`config.mk`:
```
export PLATFORM = sky130hd
export DESIGN_NAME = pmod_uart_bridge
export DESIGN_NICKNAME = d
export VERILOG_FILES = /design/src/rtl/pmod_bridge_pkg.sv /design/src/rtl/uart_tx_serializer.sv /design/src/rtl/pmod_uart_bridge.sv
export SDC_FILE = /design/constraint.sdc
export NUM_CORES = 1
export LEC_CHECK = 0
export ABC_AREA = 1
export BUFFER_PORTS_ARGS = -buffer_cell sky130_fd_sc_hd__buf_2
export CORE_MARGIN = 4
export CORE_UTILIZATION = 55
export DETAILED_ROUTE_END_ITERATION = 8
export GPL_ROUTABILITY_DRIVEN = 0
export PLACE_DENSITY = 0.73
export SLEW_MARGIN = 10
export SYNTH_ARGS = -nofsm -noshare
export SYNTH_HDL_FRONTEND = slang
export SYNTH_HIERARCHICAL = 1
export SYNTH_SLANG_ARGS = --single-unit
```
`constraint.sdc`:
```
create_clock -name clk_100mhz -period 5.33 [get_ports clk_100mhz]
set_input_delay 1.066 -clock clk_100mhz [delete_from_list [all_inputs] [get_ports clk_100mhz]]
set_output_delay 1.066 -clock clk_100mhz [all_outputs]
set_load 0.01 [all_outputs]
```
`src/rtl/pmod_bridge_pkg.sv`:
```
// ============================================================================
// Module : pmod_bridge_pkg
// Brief  : Shared types, constants and baud helper for the PMOD UART bridge.
//          Optional macro PMOD_BRIDGE_PARITY_EN widens frames with even parity.
// Rev    : 1.0  initial release
// ============================================================================
`default_nettype none

package pmod_bridge_pkg;

    typedef enum logic [2:0] {
        R_IDLE,
        R_START,
        R_DATA,
        R_STOP,
        R_WAIT_HIGH
    } rx_state_t;

    typedef enum logic [1:0] {
        T_IDLE,
        T_START,
        T_DATA,
        T_STOP
    } tx_state_t;

    localparam logic UART_IDLE = 1'b1;
    localparam int   DATA_BITS = 8;

`ifdef PMOD_BRIDGE_PARITY_EN
    localparam int FRAME_BITS = DATA_BITS + 1;
`else
    localparam int FRAME_BITS = DATA_BITS;
`endif
    localparam int IDX_W = $clog2(FRAME_BITS);

    function automatic int calc_clks_per_bit(input int clk_hz, input int baud);
        int cpb;
        cpb = clk_hz / baud;
        if (cpb < 4) cpb = 4;
        return cpb;
    endfunction

endpackage

`default_nettype wire

```
`src/rtl/uart_tx_serializer.sv`:
```
// ============================================================================
// Module : uart_tx_serializer
// Brief  : Start/data/(parity)/stop serializer; PMOD_BRIDGE_PARITY_EN adds an
//          even-parity bit after data bit 7.
// Rev    : 1.0  initial release
// ============================================================================
`default_nettype none

module uart_tx_serializer #(
    parameter int CLKS_PER_BIT = 868
) (
    input  logic       clk_100mhz,
    input  logic       rst_n,
    input  logic       start,
    input  logic [7:0] data,
    output logic       busy,
    output logic       tx
);
    import pmod_bridge_pkg::*;

    localparam int                CNT_W    = $clog2(CLKS_PER_BIT) + 1;
    localparam logic [CNT_W-1:0]  BIT_LAST = CNT_W'(CLKS_PER_BIT - 1);
    localparam logic [IDX_W-1:0]  IDX_LAST = IDX_W'(FRAME_BITS - 1);

    tx_state_t              state, state_nxt;
    logic [CNT_W-1:0]       cnt, cnt_nxt;
    logic [IDX_W-1:0]       idx, idx_nxt;
    logic [FRAME_BITS-1:0]  snap, snap_nxt;
    logic [FRAME_BITS-1:0]  frame_word;
    logic                   tx_nxt;
    logic                   bit_done;

`ifdef PMOD_BRIDGE_PARITY_EN
    assign frame_word = {^data, data};
`else
    assign frame_word = data;
`endif

    assign bit_done = (cnt == BIT_LAST);
    assign busy     = (state != T_IDLE);

    always_ff @(posedge clk_100mhz or negedge rst_n) begin
        if (!rst_n) begin
            state <= T_IDLE;
            cnt   <= '0;
            idx   <= '0;
            snap  <= '0;
            tx    <= UART_IDLE;
        end else begin
            state <= state_nxt;
            cnt   <= cnt_nxt;
            idx   <= idx_nxt;
            snap  <= snap_nxt;
            tx    <= tx_nxt;
        end
    end

    always_comb begin
        state_nxt = state;
        cnt_nxt   = '0;
        idx_nxt   = idx;
        snap_nxt  = snap;
        tx_nxt    = UART_IDLE;
        case (state)
            T_IDLE: begin
                if (start) begin
                    state_nxt = T_START;
                    snap_nxt  = frame_word;
                end
            end
            T_START: begin
                if (bit_done) begin
                    state_nxt = T_DATA;
                    idx_nxt   = '0;
                end else begin
                    cnt_nxt = cnt + 1'b1;
                end
            end
            T_DATA: begin
                if (bit_done) begin
                    if (idx == IDX_LAST) state_nxt = T_STOP;
                    else                 idx_nxt   = idx + 1'b1;
                end else begin
                    cnt_nxt = cnt + 1'b1;
                end
            end
            T_STOP: begin
                if (bit_done) state_nxt = T_IDLE;
                else          cnt_nxt   = cnt + 1'b1;
            end
        endcase
        // Line level is registered from the upcoming state so tx never glitches.
        case (state_nxt)
            T_START: tx_nxt = 1'b0;
            T_DATA:  tx_nxt = snap_nxt[idx_nxt];
            default: tx_nxt = UART_IDLE;
        endcase
    end

endmodule

`default_nettype wire

```
`src/rtl/pmod_uart_bridge.sv`:
```
// ============================================================================
// Module : pmod_uart_bridge
// Brief  : Host UART <-> micro1 ui_in/uo_out bridge with change/echo reporting.
//          PMOD_BRIDGE_PARITY_EN enables even parity in both directions.
// Rev    : 1.0  initial release
// ============================================================================
`default_nettype none

module pmod_uart_bridge #(
    parameter int CLK_HZ = 100_000_000,
    parameter int BAUD   = 115_200
) (
    input  logic       clk_100mhz,
    input  logic       rst_n,
    input  logic       uart_rx,
    output logic       uart_tx,
    output logic [7:0] ui_out,
    input  logic [7:0] uo_in,
    output logic       rx_valid,
    output logic       rx_err
);
    import pmod_bridge_pkg::*;

    localparam int               CLKS_PER_BIT = calc_clks_per_bit(CLK_HZ, BAUD);
    localparam int               CNT_W        = $clog2(CLKS_PER_BIT) + 1;
    localparam logic [CNT_W-1:0] BIT_LAST     = CNT_W'(CLKS_PER_BIT - 1);
    localparam logic [CNT_W-1:0] HALF_CNT     = CNT_W'(CLKS_PER_BIT / 2);
    localparam logic [IDX_W-1:0] IDX_LAST     = IDX_W'(FRAME_BITS - 1);

    logic [1:0]             sync;
    logic                   rx_s, rx_prev;
    rx_state_t              rx_state, rx_state_nxt;
    logic [CNT_W-1:0]       rx_cnt, rx_cnt_nxt;
    logic [IDX_W-1:0]       rx_idx, rx_idx_nxt;
    logic [FRAME_BITS-1:0]  rx_shift, rx_shift_nxt;
    logic                   rx_bit_done, parity_ok;
    logic                   commit, frame_err;

    logic [7:0]             last_sent;
    logic                   pending, tx_busy, tx_start;

    assign rx_s        = sync[1];
    assign rx_bit_done = (rx_cnt == BIT_LAST);

`ifdef PMOD_BRIDGE_PARITY_EN
    assign parity_ok = ~(^rx_shift);
`else
    assign parity_ok = 1'b1;
`endif

    always_ff @(posedge clk_100mhz or negedge rst_n) begin
        if (!rst_n) begin
            sync     <= {2{UART_IDLE}};
            rx_prev  <= UART_IDLE;
            rx_state <= R_IDLE;
            rx_cnt   <= '0;
            rx_idx   <= '0;
            rx_shift <= '0;
            ui_out   <= 8'h00;
            rx_valid <= 1'b0;
            rx_err   <= 1'b0;
        end else begin
            sync     <= {sync[0], uart_rx};
            rx_prev  <= rx_s;
            rx_state <= rx_state_nxt;
            rx_cnt   <= rx_cnt_nxt;
            rx_idx   <= rx_idx_nxt;
            rx_shift <= rx_shift_nxt;
            rx_valid <= commit;
            if (commit)    ui_out <= rx_shift[DATA_BITS-1:0];
            if (frame_err) rx_err <= 1'b1;
        end
    end

    always_comb begin
        rx_state_nxt = rx_state;
        rx_cnt_nxt   = '0;
        rx_idx_nxt   = rx_idx;
        rx_shift_nxt = rx_shift;
        commit       = 1'b0;
        frame_err    = 1'b0;
        case (rx_state)
            R_IDLE: begin
                if (rx_prev && !rx_s) rx_state_nxt = R_START;
            end
            R_START: begin
                // Mid-start sample rejects short low glitches silently.
                if (rx_cnt == HALF_CNT) begin
                    rx_state_nxt = rx_s ? R_IDLE : R_DATA;
                    rx_idx_nxt   = '0;
                end else begin
                    rx_cnt_nxt = rx_cnt + 1'b1;
                end
            end
            R_DATA: begin
                if (rx_bit_done) begin
                    rx_shift_nxt = {rx_s, rx_shift[FRAME_BITS-1:1]};
                    if (rx_idx == IDX_LAST) rx_state_nxt = R_STOP;
                    else                    rx_idx_nxt   = rx_idx + 1'b1;
                end else begin
                    rx_cnt_nxt = rx_cnt + 1'b1;
                end
            end
            R_STOP: begin
                if (rx_bit_done) begin
                    if (!rx_s) begin
                        frame_err    = 1'b1;
                        rx_state_nxt = R_WAIT_HIGH;
                    end else begin
                        rx_state_nxt = R_IDLE;
                        commit       = parity_ok;
                        frame_err    = !parity_ok;
                    end
                end else begin
                    rx_cnt_nxt = rx_cnt + 1'b1;
                end
            end
            R_WAIT_HIGH: begin
                if (rx_s) rx_state_nxt = R_IDLE;
            end
            default: rx_state_nxt = R_IDLE;
        endcase
    end

    // Triggers coalesce into one flag; the value is sampled at launch.
    assign tx_start = pending && !tx_busy;

    always_ff @(posedge clk_100mhz or negedge rst_n) begin
        if (!rst_n) begin
            pending   <= 1'b0;
            last_sent <= 8'h00;
        end else if (tx_start) begin
            pending   <= 1'b0;
            last_sent <= uo_in;
        end else if ((uo_in != last_sent) || rx_valid) begin
            pending   <= 1'b1;
        end
    end

    uart_tx_serializer #(
        .CLKS_PER_BIT (CLKS_PER_BIT)
    ) u_tx (
        .clk_100mhz (clk_100mhz),
        .rst_n      (rst_n),
        .start      (tx_start),
        .data       (uo_in),
        .busy       (tx_busy),
        .tx         (uart_tx)
    );

endmodule

`default_nettype wire

```
* Word level (Yosys, flattened, before mapping)
Cells that the tools add are included.
** Operators by class
- $add $sub $neg :: 4
- $lt $le $gt $ge :: 1
- Equal/unequal tests :: 22
- Muxes and demuxes :: 41
- Reductions and logical operators :: 15
** Operators by type and width (number)
- $mux 11 :: 4
- $mux 3 :: 13
- $add 11x1->11 const B :: 2
- $eq 11x10->1 const B :: 2
- $pmux 11 s2 :: 1
- $mux 8 :: 2
- $pmux 3 s5 :: 1
- $ne 2x2->1 const B :: 7
- $mux 2 :: 6
- $pmux 3 s2 :: 2
- $eq 11x9->1 const B :: 1
- $eq 3x3->1 const B :: 3
- $mux 1 :: 9
- $ne 8x8->1 :: 1
- $pmux 2 s4 :: 1
- $add 3x1->3 const B :: 2
- $eq 2x2->1 const B :: 3
- $eq 3x2->1 const B :: 2
- $reduce_and 6->1 :: 1
- $reduce_bool 2->1 :: 3
- $eq 2x1->1 const B :: 2
- $lt 3x4->1 const B :: 1
- $reduce_and 4->1 :: 1
- $bmux 1 s3 :: 1
- 10 further kinds :: 12
** Word-level totals
- Register bits after elaboration :: 72
- Input bits :: 11
- Word-level logic and storage cells :: 99

* Logic depth before layout (Yosys ltp)
- Depth after elaboration :: 8
- Mapped depth :: 14
- Gate-level depth less buffers :: 14

* Hierarchy
The synthesis kept the hierarchy.
** Modules (own cells, without submodules)
- pmod_uart_bridge :: times used 1, cells each 268, area an instance 2263.4 sq um, seq. area each 1179.9 sq um
- uart_tx_serializer :: times used 1, cells each 158, area an instance 1412.6 sq um, seq. area each 626.9 sq um

* Least setup slack after synthesis
No wires, ideal clock.
- Kind :: register to register
- Start point :: reg u_tx.state[1]
- End point :: reg u_tx.tx
- Library setup time :: 78 ps
- Data arrival time :: 2144 ps
- Required time :: 5252 ps
- Slack :: 3108 ps
- Cell stages (with the launch flop) :: 14
- Path buffers :: 1
- Cells stage by stage :: dfrtp_1 -> inv_1 -> ha_1 -> inv_1 -> nor2_1 -> clkbuf_1 -> nand2_2 -> mux2_2 -> nand3_1 -> nand3_1 -> nand3_1 -> nand2_1 -> nand2_1 -> nand2_1
** On the way
- Word-level cells in the longest chain between the ends :: 8
- Elaborated cells on any way between the ends :: 21
- Those cells by class :: 5 x eq/ne; 12 x mux; 4 x reduce/logical
** Ends and longest elaborated chain
- from (decl) :: RTL line uart_tx_serializer.sv:25 : tx_state_t state, state_nxt;
- from (signal assigned) :: RTL line uart_tx_serializer.sv:50 : state <= state_nxt;
- $reduce_bool 2->1 :: RTL line uart_tx_serializer.sv:40 : assign busy = (state != T_IDLE);
- named net tx_busy :: RTL line pmod_uart_bridge.sv:40 : logic pending, tx_busy, tx_start;
- $logic_not 1->1 :: RTL line pmod_uart_bridge.sv:126 : assign tx_start = pending && !tx_busy;
- $logic_and 1x1->1 :: RTL line pmod_uart_bridge.sv:126
- named net tx_start :: RTL line pmod_uart_bridge.sv:40
- $mux 8 :: RTL line uart_tx_serializer.sv:66 : if (start) begin
- $mux 8 :: RTL line uart_tx_serializer.sv:64 : case (state)
- named net u_tx.snap_nxt[3] :: RTL line uart_tx_serializer.sv:28 : logic [FRAME_BITS-1:0] snap, snap_nxt;
- $bmux 1 s3 :: RTL line uart_tx_serializer.sv:95 : T_DATA: tx_nxt = snap_nxt[idx_nxt];
- $mux 1 (implied by the code) :: RTL line uart_tx_serializer.sv:95
- $pmux 1 s2 :: RTL line uart_tx_serializer.sv:93 : case (state_nxt)
- named net u_tx.tx_nxt :: RTL line uart_tx_serializer.sv:30 : logic tx_nxt;
- to (signal assigned) :: RTL line uart_tx_serializer.sv:54 : tx <= tx_nxt;
- to (decl) :: RTL line uart_tx_serializer.sv:17 : output logic tx
The timed path passes the listed nets, and every way through them passes these cells. The select of a mux whose other input is x is not followed.
A chain may end at the register's enable or synchronous reset.

* Worst setup path after layout
- Start point :: reg u_tx.state[1]
- End point :: reg u_tx.tx
** On the way
- Word-level cells in the longest chain between the ends :: 8
- Elaborated cells on any way between the ends :: 21
- Those cells by class :: 5 x eq/ne; 12 x mux; 4 x reduce/logical
** Ends and longest elaborated chain (RTL line)
- $reduce_bool 2->1 :: uart_tx_serializer.sv:40
- named net tx_busy :: pmod_uart_bridge.sv:40
- $logic_not 1->1 :: pmod_uart_bridge.sv:126
- $logic_and 1x1->1 :: pmod_uart_bridge.sv:126
- $mux 8 :: uart_tx_serializer.sv:66
- $mux 8 :: uart_tx_serializer.sv:64
- named net u_tx.snap_nxt[3] :: uart_tx_serializer.sv:28
- $bmux 1 s3 :: uart_tx_serializer.sv:95
- $mux 1 (implied by the code) :: uart_tx_serializer.sv:95
- $pmux 1 s2 :: uart_tx_serializer.sv:93
- named net u_tx.tx_nxt :: uart_tx_serializer.sv:30
The timed path passes the listed nets, and every way through them passes these cells. The select of a mux whose other input is x is not followed.

==> impl_results.md <==
* Avg Inst Size Synth at 8.63 um^2
* H-tree levels at 3
* Final cell count without fillers at 537
* Die area at 0.00806 mm^2
* CTS Buffer Depth at 2
* Buffer count from post-CTS setup fixing at 0
* IO Pins at 22
* Slew margin rel. at 49.8%
* Hold Vio Cnt, Final at 0
* Required @ worst endpoint at 5.61 ns
* Worst Hold Class: reg2reg
* Inst Count DP at approximately 520
* XOR/XNOR Fraction of Synth Area at 2.62%
* Compound-gate portion of the synthesized area at 7.42%
* CP bufs+invs at 2
* Crit path kind: reg2reg
* Ant. Diodes at 0
* Iteration-0 DRC Markers at 115
* Clock Root Buffer: clkbuf_8
* Core Area at 0.00642 mm^2
* Initial antenna violation count at 0
* Slowest-stage cell, CP: nor2_1
* Critical path, cell by cell: inv_1, ha_1, inv_1, nor2_1, nand2_2, mux2_2, nand3_1, nand3_1, nand3_1, nand2_1, nand2_1, nand2_1
* Post-Synthesis Cells at 426
* Mapped cell area at 0.00368 mm^2
* Crit path max-delay family: simple AND/OR/NAND/NOR gates
* Layout area overhead at 10.9%
* Dpl hpwl at approximately 4800 um
* Final WL at 6550 um
* TritonRoute pass-1 iters at 4
* Total global routing overflow at 0
* CTS Sinks at 72
* Initial core utilization at 57.2%
* Cts bufs inserted at 9
* Synth Flop Type: dfrtp_1
* # hold bufs at CTS at 0
* Clk_skew at 0.00924 ns
* Slowest stage delay, CP at 0.60 ns
* Levels on crit path at 12
* RSZ-0062 raised after global routing: no
* Status: completed
* Number of global-route vias before repair at ~2.7k
* Final setup vio count at 0
* CTS tree: done
* Slew @ Worst Pin at 0.750 ns
* Cell with the most instances after synthesis: nand2_1
* Yosys cell types at 34
* Crit-path max FO at 15
* Synth Net Count at 447
* Flops & latches, synth at 72
* Final core occ at 63.5%
* Port Buffer Count at 21
* Post-synthesis simple-gate area fraction at 28.4%
* Share of layout cells above drive strength 1 at approximately 20%
* Synth top cells by count: nand2_1 (97), dfrtp_1 (68), nor2_1 (55)
* Synth top area cells: dfrtp_1 (46%), nand2_1 (9.9%), nor2_1 (5.6%)
* R2R Setup Slk at 2.67 ns
* Worst Hold Path Cells at 0
* Nets at 476
* Fin. max-slew vios at 0
* Setup_tns at 0 ns
* Largest net degree at the start of global routing at 40
* Sequential area share after synthesis at just under 50%
* Max cap viols at 0
* Hold Slack at 0.359 ns
* Achievable frequency at roughly 380 MHz
* Post-synthesis adder-cell area fraction at 3.40%
* Gr usage total at between 15 and 20%
* Die Y at ~90 um
* Avg WL per Cell at 12.2 um
* Post_cts resized at 0
* CP Capture Type: flop
* Reg2reg path depth at 12
* WP data arrival at 2.95 ns
* Post-synth top area share at a little under half
* Largest family of logic cells by synthesized area: simple AND/OR/NAND/NOR gates
* Reg clk slew, reported paths at around 0.070 ns
* Min cycle time layout at 2.66 ns
* DR vias/cell at 5.12
* Leakage Power at 0.00203 uW
* Post-synth EDFFs at 0
* Clk_lat worst skew at 0.35 ns
* Post-synth top area cell: dfrtp_1
* Synth warn at 6
* First-pass GRT wire length at about 12000 um
* Pwr dens at 413 mW/mm^2
* Via count at 2751
* Row cnt at 29
* DRC viols at 0
* Post-synth ARST share at 100%
* Critical Path Source Type: flop
* Worst vdd ir at 0.000295 V
* Chip Width at roughly 90 um
* Period utilization at between 40% and 50%
* DRT antenna net count at 0
* Mux cell area share after synthesis at ~2.5%
path summary, 6_finish.rpt:
check,end,start
worst max-delay path,u_tx/tx$_DFF_PN1_,u_tx/state[1]$_DFF_PN0_
worst min register to register,sync[1]$_DFF_PN1_,sync[0]$_DFF_PN1_
max in group asynchronous,sync[0]$_DFF_PN1_,rst_n
worst max register to register,u_tx/tx$_DFF_PN1_,u_tx/state[1]$_DFF_PN0_
worst min-delay path,sync[1]$_DFF_PN1_,sync[0]$_DFF_PN1_
min in group asynchronous,u_tx/cnt[8]$_DFF_PN0_,rst_n
logic make-up (layout without fill, tap and decap cells):
group	count (synthesis)	count (layout)
and+or+nand+nor	225	225
DFF	72	72
buffers and inverters	60	94
AOI/OAI and AO/OA	40	40
xor gates and xnor gates	11	11
adders and majority gates	10	10
muxes	8	8
area by class of cell:
type | instances | area (um^2)
Clock buffer | 13 | 159
Clock inverter | 3 | 65.1
Fill cell | 551 | 2340
Inverter | 56 | 210
Multi-Input combinational cell | 294 | 1630
Sequential cell | 72 | 1810
Tap cell | 77 | 96.3
Timing Repair Buffer | 22 | 113
layout by cell type (no fill, tap or decap), types with 2 or more instances in the layout:
cell type,n
a21oi_1,3
buf_2,21
bufinv_16,2
clkbuf_1,2
clkbuf_8,11
clkinv_1,2
dfrtp_1,68
dfstp_2,4
ha_1,10
inv_1,49
inv_2,5
mux2_2,8
nand2_1,97
nand2_2,14
nand2_4,2
nand3_1,32
nand3_4,2
nand4_1,11
nor2_1,55
nor2_4,3
nor3_1,5
o21ai_0,13
o21ai_1,4
o21ai_2,15
xnor2_1,5
xor2_1,6
state kept, by name (all words and copies together) (netlist names), 2 cells and up:
signal / cells
sync: 2
u_tx/cnt: 11
u_tx/state: 2
rx_shift: 8
rx_cnt: 11
last_sent: 8
u_tx/idx: 3
ui_out: 8
rx_state: 3
u_tx/snap: 8
rx_idx: 3
where the power goes:
group	leakage (uW)	internal (uW)	switching, uW	total [uW]
Sequential	0.000947	652	58.1	710
Combinational	0.000973	180	307	487
Clock	0.000114	289	199	488
through the flow:
step / power [uW] / setup WS [ns] / cell area (um^2)
final: 1680 / 2.67 / 4080
after global routing: 1810 / 2.35 / 4080
after CTS: 1700 / 2.66 / 4080
after detailed placement: 1210 / 2.67 / 3850
after global placement: 1190 / 2.77 / 3850
after floorplan: 1100 / 3.11 / 3680
routing by layer:
layer	routed length (um)	track usage, %	vias up	share of wire (%)
li1	-	-	1410	-
met1	3100	21.7	1304	47
met2	3150	29.3	28	48
met3	194	5.26	9	3.0
met4	102	6.51	0	1.6
met5	0	0	-	0
(Power assumes the default switching activity.)
